## config.mk

```make
export PLATFORM = sky130hd
export DESIGN_NAME = id_stage
export DESIGN_NICKNAME = d
export VERILOG_FILES = /design/src/rtl/id_stage.sv
export SDC_FILE = /design/constraint.sdc
export NUM_CORES = 2
export LEC_CHECK = 0
export BUFFER_PORTS_ARGS = -buffer_cell sky130_fd_sc_hd__buf_2
export CAP_MARGIN = 5
export CORE_UTILIZATION = 50
export DETAILED_ROUTE_END_ITERATION = 7
export PLACE_DENSITY = 0.71
export SYNTH_ARGS = -nofsm -noshare
export SYNTH_HDL_FRONTEND = slang
export SYNTH_SLANG_ARGS = --single-unit
export TNS_END_PERCENT = 30
```

## constraint.sdc

```tcl
create_clock -name clk -period 2.9 [get_ports clk]
set_input_delay 0.29 -clock clk [delete_from_list [all_inputs] [get_ports clk]]
set_output_delay 0.29 -clock clk [all_outputs]
set_load 0.01 [all_outputs]
```

## src/rtl/id_stage.sv

```systemverilog
// Instruction decode: 32x32 register file, ISA decode into the ID/EX register, branch resolution. Optional ID_WB_BYPASS_EN.
// Latency: ID/EX outputs 1 cycle after the instruction is presented; branch_taken/branch_address combinational.
// Backpressure: stall loads a bubble into ID/EX and suppresses branch_taken; write-back proceeds regardless.
module id_stage #(
    parameter logic [31:0] RESET_PC = 32'h0
) (
    input  logic        clk,
    input  logic        rst,
    input  logic [31:0] instruction,
    input  logic [31:0] pc_plus4,
    input  logic        stall,
    input  logic        wb_en,
    input  logic [4:0]  wb_dest,
    input  logic [31:0] wb_value,
    output logic        branch_taken,
    output logic [31:0] branch_address,
    output logic [3:0]  ex_alu_cmd,
    output logic        ex_mem_read,
    output logic        ex_mem_write,
    output logic        ex_wb_en,
    output logic [4:0]  ex_dest,
    output logic [31:0] ex_val1,
    output logic [31:0] ex_val2,
    output logic [31:0] ex_st_val,
    output logic [31:0] ex_pc_plus4,
    output logic        ex_illegal
);

    localparam logic [3:0] ALU_ADD = 4'b0000, ALU_SUB = 4'b0010, ALU_AND = 4'b0100,
                           ALU_OR  = 4'b0101, ALU_NOR = 4'b0110, ALU_XOR = 4'b0111,
                           ALU_SLL = 4'b1000, ALU_SRL = 4'b1001, ALU_SRA = 4'b1010;

    logic [31:0] regs [32];

    logic [5:0]  op;
    logic [4:0]  rd, rs1, rs2;
    logic [31:0] imm;
    assign op  = instruction[31:26];
    assign rd  = instruction[25:21];
    assign rs1 = instruction[20:16];
    assign rs2 = instruction[15:11];
    assign imm = {{16{instruction[15]}}, instruction[15:0]};

    logic [31:0] r_rd, r_rs1, r_rs2;

    always_comb begin
        r_rd  = (rd  == 5'd0) ? 32'h0 : regs[rd];
        r_rs1 = (rs1 == 5'd0) ? 32'h0 : regs[rs1];
        r_rs2 = (rs2 == 5'd0) ? 32'h0 : regs[rs2];
`ifdef ID_WB_BYPASS_EN
        // Same-cycle write-back forwarding; index 0 stays hard-wired to zero.
        if (wb_en && wb_dest != 5'd0) begin
            if (wb_dest == rd)  r_rd  = wb_value;
            if (wb_dest == rs1) r_rs1 = wb_value;
            if (wb_dest == rs2) r_rs2 = wb_value;
        end
`endif
    end

    logic [3:0]  d_alu;
    logic        d_mr, d_mw, d_wb, d_ill, is_br, br_cond;
    logic [4:0]  d_dest;
    logic [31:0] d_v1, d_v2, d_st;

    always_comb begin
        d_alu = ALU_ADD; d_mr = 1'b0; d_mw = 1'b0; d_wb = 1'b0; d_ill = 1'b0;
        d_dest = 5'd0; d_v1 = 32'h0; d_v2 = 32'h0; d_st = 32'h0;
        is_br = 1'b0; br_cond = 1'b0;
        case (op)
            6'd0: ;
            6'd1, 6'd3, 6'd5, 6'd6, 6'd7, 6'd8, 6'd9, 6'd10, 6'd11, 6'd12: begin
                d_wb = 1'b1; d_dest = rd; d_v1 = r_rs1; d_v2 = r_rs2;
                case (op)
                    6'd3:        d_alu = ALU_SUB;
                    6'd5:        d_alu = ALU_AND;
                    6'd6:        d_alu = ALU_OR;
                    6'd7:        d_alu = ALU_NOR;
                    6'd8:        d_alu = ALU_XOR;
                    6'd9, 6'd10: d_alu = ALU_SLL;
                    6'd11:       d_alu = ALU_SRA;
                    6'd12:       d_alu = ALU_SRL;
                    default:     d_alu = ALU_ADD;
                endcase
            end
            6'd32, 6'd33: begin
                d_wb = 1'b1; d_dest = rd; d_v1 = r_rs1; d_v2 = imm;
                d_alu = (op == 6'd33) ? ALU_SUB : ALU_ADD;
            end
            6'd36: begin
                d_mr = 1'b1; d_wb = 1'b1; d_dest = rd; d_v1 = r_rs1; d_v2 = imm;
            end
            // Store has no destination; rd names the data register.
            6'd37: begin
                d_mw = 1'b1; d_v1 = r_rs1; d_v2 = imm; d_st = r_rd;
            end
            6'd40: begin is_br = 1'b1; br_cond = (r_rd == 32'h0); end
            6'd41: begin is_br = 1'b1; br_cond = (r_rd != r_rs1); end
            6'd42: begin is_br = 1'b1; br_cond = 1'b1; end
            default: d_ill = 1'b1;
        endcase
    end

    assign branch_taken   = is_br & br_cond & ~stall;
    assign branch_address = is_br ? (pc_plus4 + {imm[29:0], 2'b00}) : 32'h0;

    always_ff @(posedge clk) begin
        if (rst) begin
            for (int i = 0; i < 32; i++) regs[i] <= 32'h0;
        end else if (wb_en && wb_dest != 5'd0) begin
            regs[wb_dest] <= wb_value;
        end
    end

    always_ff @(posedge clk) begin
        if (rst || stall) begin
            ex_alu_cmd   <= ALU_ADD;
            ex_mem_read  <= 1'b0;
            ex_mem_write <= 1'b0;
            ex_wb_en     <= 1'b0;
            ex_dest      <= 5'd0;
            ex_val1      <= 32'h0;
            ex_val2      <= 32'h0;
            ex_st_val    <= 32'h0;
            ex_illegal   <= 1'b0;
            ex_pc_plus4  <= rst ? RESET_PC : pc_plus4;
        end else begin
            ex_alu_cmd   <= d_alu;
            ex_mem_read  <= d_mr;
            ex_mem_write <= d_mw;
            ex_wb_en     <= d_wb;
            ex_dest      <= d_dest;
            ex_val1      <= d_v1;
            ex_val2      <= d_v2;
            ex_st_val    <= d_st;
            ex_illegal   <= d_ill;
            ex_pc_plus4  <= pc_plus4;
        end
    end

endmodule

```

# After elaboration in Yosys (flattened, before gate mapping)
# Memory sizes are Yosys's and may differ from the RTL's.
# Cells that the tools add are included.
# classes
n_div	0
n_bitwise	6
n_lt_le_gt_ge	0
mul	0
shifts	0
reduce_logical	20
n_eq_ne	18
n_addsub	1
n_mux	24
# op_table
operator	n
$mux 32	7
$pmux 32 s2	1
$eq 6x6->1 const B	7
$add 32x32->32	1
$logic_not 32->1	1
$ne 32x32->1	1
$reduce_or 32->1	1
$eq 6x4->1 const B	5
$eq 6x3->1 const B	3
$reduce_or 18->1	1
$logic_not 5->1	3
$reduce_or 14->1	1
$reduce_or 13->1	1
$mux 1	11
$reduce_or 10->1	1
$pmux 4 s2	1
$reduce_or 2->1	4
$eq 6x1->1 const B	1
$eq 6x2->1 const B	1
$logic_not 6->1	1
$mux 5	1
$reduce_bool 5->1	1
$mux 4	1
$not 1->1	4
8 further kinds	9
# totals
mem_bits_ro	64
ramBits	1024
input_bits	105
latchBits	0
regBits	141
out_inout_bits	174
mem_count	2
# memory_table
memory	words	width	rd	rd_ports_with_merged_regs	wr	line	text
regs	32	32	3	0	32	33	logic [31:0] regs [32];
(no name shown)	16	4	1	0	0	73	case (op)

# Longest topological paths before layout
# depth
word_depth	7
mapped_depth	13
mapped_depth_nobuf	12

# Worst setup path after synthesis
# OpenSTA, ideal clock, no wires.
# synth_path
path_type	input to output
startpoint	input port instruction[22]
endpoint	output port branch_taken
path_buffers	4
cell_stages	12
t_arrival_ns	2.550
required_time_ns	2.610
slack_ns	0.060
path_cell_list	buf_2 > buf_2 > buf_2 > clkbuf_1 > mux4_2 > a22oi_1 > nand3_1 > nand2_1 > nand4_1 > nor4_1 > a32oi_1 > o22ai_1
# synth_between
elab_chain_len	6
word_cells_on_any_way	8
classes_between	eq/ne: 1; mux: 2; bitwise: 2; reduce/logical: 2; memory: 1
# synth_rtl
element	line	text
start, declared	9	input logic [31:0] instruction,
$mem_v2 32x32 or $logic_not 5->1 (tied branches)	-	
$mux 32 *	47	r_rd = (rd == 5'd0) ? 32'h0 : regs[rd];
$ne 32x32->1 or $logic_not 32->1 (tied branches)	97, 96	
$pmux 1 s3 *	69	case (op)
$and 1x1->1 * (2 in series)	103	assign branch_taken = is_br & br_cond & ~stall;
end, declared	15	output logic branch_taken,
# Every way passes the cells marked *; elsewhere a longest branch is shown, timed or not.

==> results.cfg <==
[critical_path]
startpoint_type = register
required_ns = 2.61
crit_type = reg2out
crit_start = regs[7][27]
crit_fanout = 2
worstSetupEndpointType = output port
r2r-start = regs[18][7]
cp.arrival_ns = 3.75

[cells_and_area]
area_growth_pct = 21.5
final_cells = 7192
final_cell_mix = edfxtp_1 (1,024), and2_1 (1,005), mux4_2 (832)
design_area_mm2 = 0.0826
final_common_cell = edfxtp_1
final_nets = 5439
drive_gt1_frac = 0.413

[pwr]
p_leak_nw = 30.1
ir_drop_mv = 0.703
clkPwrFrac = 0.375
p_sw_w = 0.0122
power_switching_share = 0.271
power.density_mw_per_mm2 = 545
power.internal_w = 0.0328
pwr-share-comb = 0.187
p_seq_frac = 0.438

[clocking]
numCtsBuffers = 132
cts_max_level = 4
cts_tree = yes
clock_latency_ns = 0.80
clock_sinks = 1165
clk_pin_slew_ns = 0.06
cts_buffer_depth = 3
cts-root-buf = clkbuf_16

[route]
drc = 0
wl_per_cell_um = 36.3
via_count = 50600
initialDrtViolationCount = 8771
drt_first_pass_iters = 7
drt_wl_total_um = 261000
viasPerCell = 7.03
route.antenna.remaining_nets = 0

[synth]
synth.area.top_cells = edfxtp_1 (45%), mux4_2 (28%), and2_1 (9.3%)
synth_edf_count = 1024
syn_inst = 4572
synth-xor-area-share = 0.00606
synth_top_family_by_area = multiplexers
yosysWarnings = 0
async_flop_share = 0
synth-adder-area-share = 0.00655
synth-simple-area-share = 0.128
syn-cell-area_mm2 = 0.0680
synth_ff_type = edfxtp_1
seq_area_frac_synth = 0.494
synthMuxAreaShare = 0.288
synth_cell_types = 61
synth_compound_area_frac = 0.0433
synth_top_cell_area_share = 0.452
avgSynthCellArea_um2 = 14.9
synth.largest_area_cell = edfxtp_1
synth.ff_latch_count = 1165

[placed_design]
place_area_mm2 = 0.0766
io_buffers = 278
hpwl_um = 168000
gp_congestion = 0.986
dp_worst_setup_slack_ns = -0.937
place_inst = 6852

[global_routing]
grt_pass1_vias = 49300
track_usage = 0.377
grt_pass1_wl_um = 360000
antenna_found_initial = 27
grt-ovfl-total = 0
grt_start_max_net_pins = 63

[sta]
finalSetupTns_ns = -1.68
finClkSkew_ns = 0.0290
hold_viol = 0
finalCritPeriodShare = 1.39
slew_headroom = 0.406
clock.fmax_mhz = 247
rsz0062_at_grt = true
tightest_slew_ns = 0.892
setup_viol = 8
fin_crit_ns = 4.04
slew_viol_final = 0
fin_ws_ns = -1.14

[floorplan]
dieArea_mm2 = 0.137
initial_utilization = 0.507
rows = 134
io_pins = 279
die_h_um = 371
die_w_um = 371
core_area_mm2 = 0.134

[status]
violations = negative setup slack
outcome = complete, but fails checks

[flow_run]
maxCapViolCount = 0

[hold_path]
hold_start = instruction[27]
hp-class = in2reg
## cell type report
| cell class | instances | area (µm²) |
|---|---|---|
| Timing Repair Buffer | 1047 | 9080 |
| Antenna cell | 17 | 42.5 |
| Clock buffer | 181 | 3730 |
| Inverter | 16 | 60.1 |
| Clock inverter | 61 | 567 |
| Fill cell | 9748 | 51500 |
| Multi-Input combinational cell | 2937 | 33300 |
| Sequential cell | 1165 | 33600 |
| Tap cell | 1768 | 2210 |
## logic make-up (layout without fill, tap and decap cells)
family / Yosys count / after routing
AND/OR/NAND/NOR: 1480 / 1480
flip-flops: 1165 / 1165
multiplexers: 912 / 912
buffers and inverters: 501 / 1305
AO/OA/AOI/OAI: 431 / 431
XOR/XNOR: 47 / 47
adder cells (fa/ha/maj): 35 / 35
other: 1 / 49
## critical path: stages, from the launching register on
cell      delay, ns
edfxtp_1       0.39
mux4_2         0.28
mux2i_1        0.07
a211oi_1       0.70
nand2_1        0.32
buf_4          0.24
xnor2_1        0.12
nor2_1         0.15
nand4_1        0.12
nor3_2         0.25
o22ai_2        0.14
buf_2          0.18
## worst paths after layout
kind / end / slack (ns) / cells after the start
setup reg to reg: ex_val2[7] / 0.45 / 8
hold / removal: ex_alu_cmd[3] / 0.08 / 4
hold reg to reg: ex_st_val[19] / 1.09 / 6
setup / recovery: branch_taken / -1.14 / 11
## cells in the mapped netlist, types with 3 or more instances
cell type,instances
inv_1,16
or3_1,8
mux4_2,832
buf_4,18
nand3b_1,8
or2_2,34
o31a_1,4
o21ai_0,38
nand3_1,45
edfxtp_1,1024
nor3_1,16
buf_1,25
xor2_1,15
a22oi_1,128
buf_6,25
nand2_1,67
clkbuf_1,331
buf_12,5
o31ai_1,4
nor3b_1,5
a31oi_1,39
a211oi_1,34
mux2i_1,80
and2_1,1007
xnor2_1,32
nor2b_1,89
o21a_1,4
a211o_1,33
or3b_2,6
a21o_1,12
o21bai_1,3
and3_1,10
ha_1,34
o22ai_1,65
nor2_1,149
nor4_1,6
dfxtp_1,141
a21oi_1,54
buf_2,80
nand4_1,13
nand2b_1,6
## metrics by stage
stage | util | total power, W | hold slack [ns]
CTS | 0.611 | 0.0445 | 0.0181
detailed placement | 0.571 | 0.0277 | 0.530
finish | 0.616 | 0.0450 | 0.0825
floorplan | - | 0.0240 | 0.418
global placement | 0.571 | 0.0276 | 0.522
global route | 0.616 | 0.0459 | 0.0818
## sequential cells by signal, indices dropped and copies added (netlist names)
register	count
ex_val1	32
ex_val2	32
regs	1024
ex_alu_cmd	4
ex_wb_en	1
ex_mem_read	1
ex_mem_write	1
ex_st_val	32
ex_dest	5
ex_pc_plus4	32
ex_illegal	1
## power groups by stage
stage          clock network (W)  registers [W]  logic [W]
3_3_place_gp                   0         0.0199    0.00766
4_1_cts                   0.0169         0.0197    0.00796
6_report                  0.0169         0.0197    0.00843
3_5_place_dp                   0         0.0200    0.00772
5_1_grt                   0.0176         0.0198    0.00853
2_1_floorplan                  0         0.0198    0.00423
## what timing repair did
| item | 4_1_cts | 5_1_grt |
|---|---|---|
| hold buffers | 52 | 0 |
| endpoints found under the setup margin | 18 | 30 |
| resized for setup | 86 | 91 |
| pin swaps | 41 | 67 |
| buffers inserted | 16 | 15 |
| endpoints found under the hold margin | 52 | 0 |
## per-layer routing
| layer | vias up | global-route usage | wire length, µm |
|---|---|---|---|
| li1 | 19500 | - | - |
| met1 | 25300 | 0.473 | 84700 |
| met2 | 4824 | 0.553 | 115000 |
| met3 | 959 | 0.131 | 40800 |
| met4 | 12 | 0.255 | 20400 |
| met5 | - | 0 | 82 |
Power figures use the tool's default switching activity.
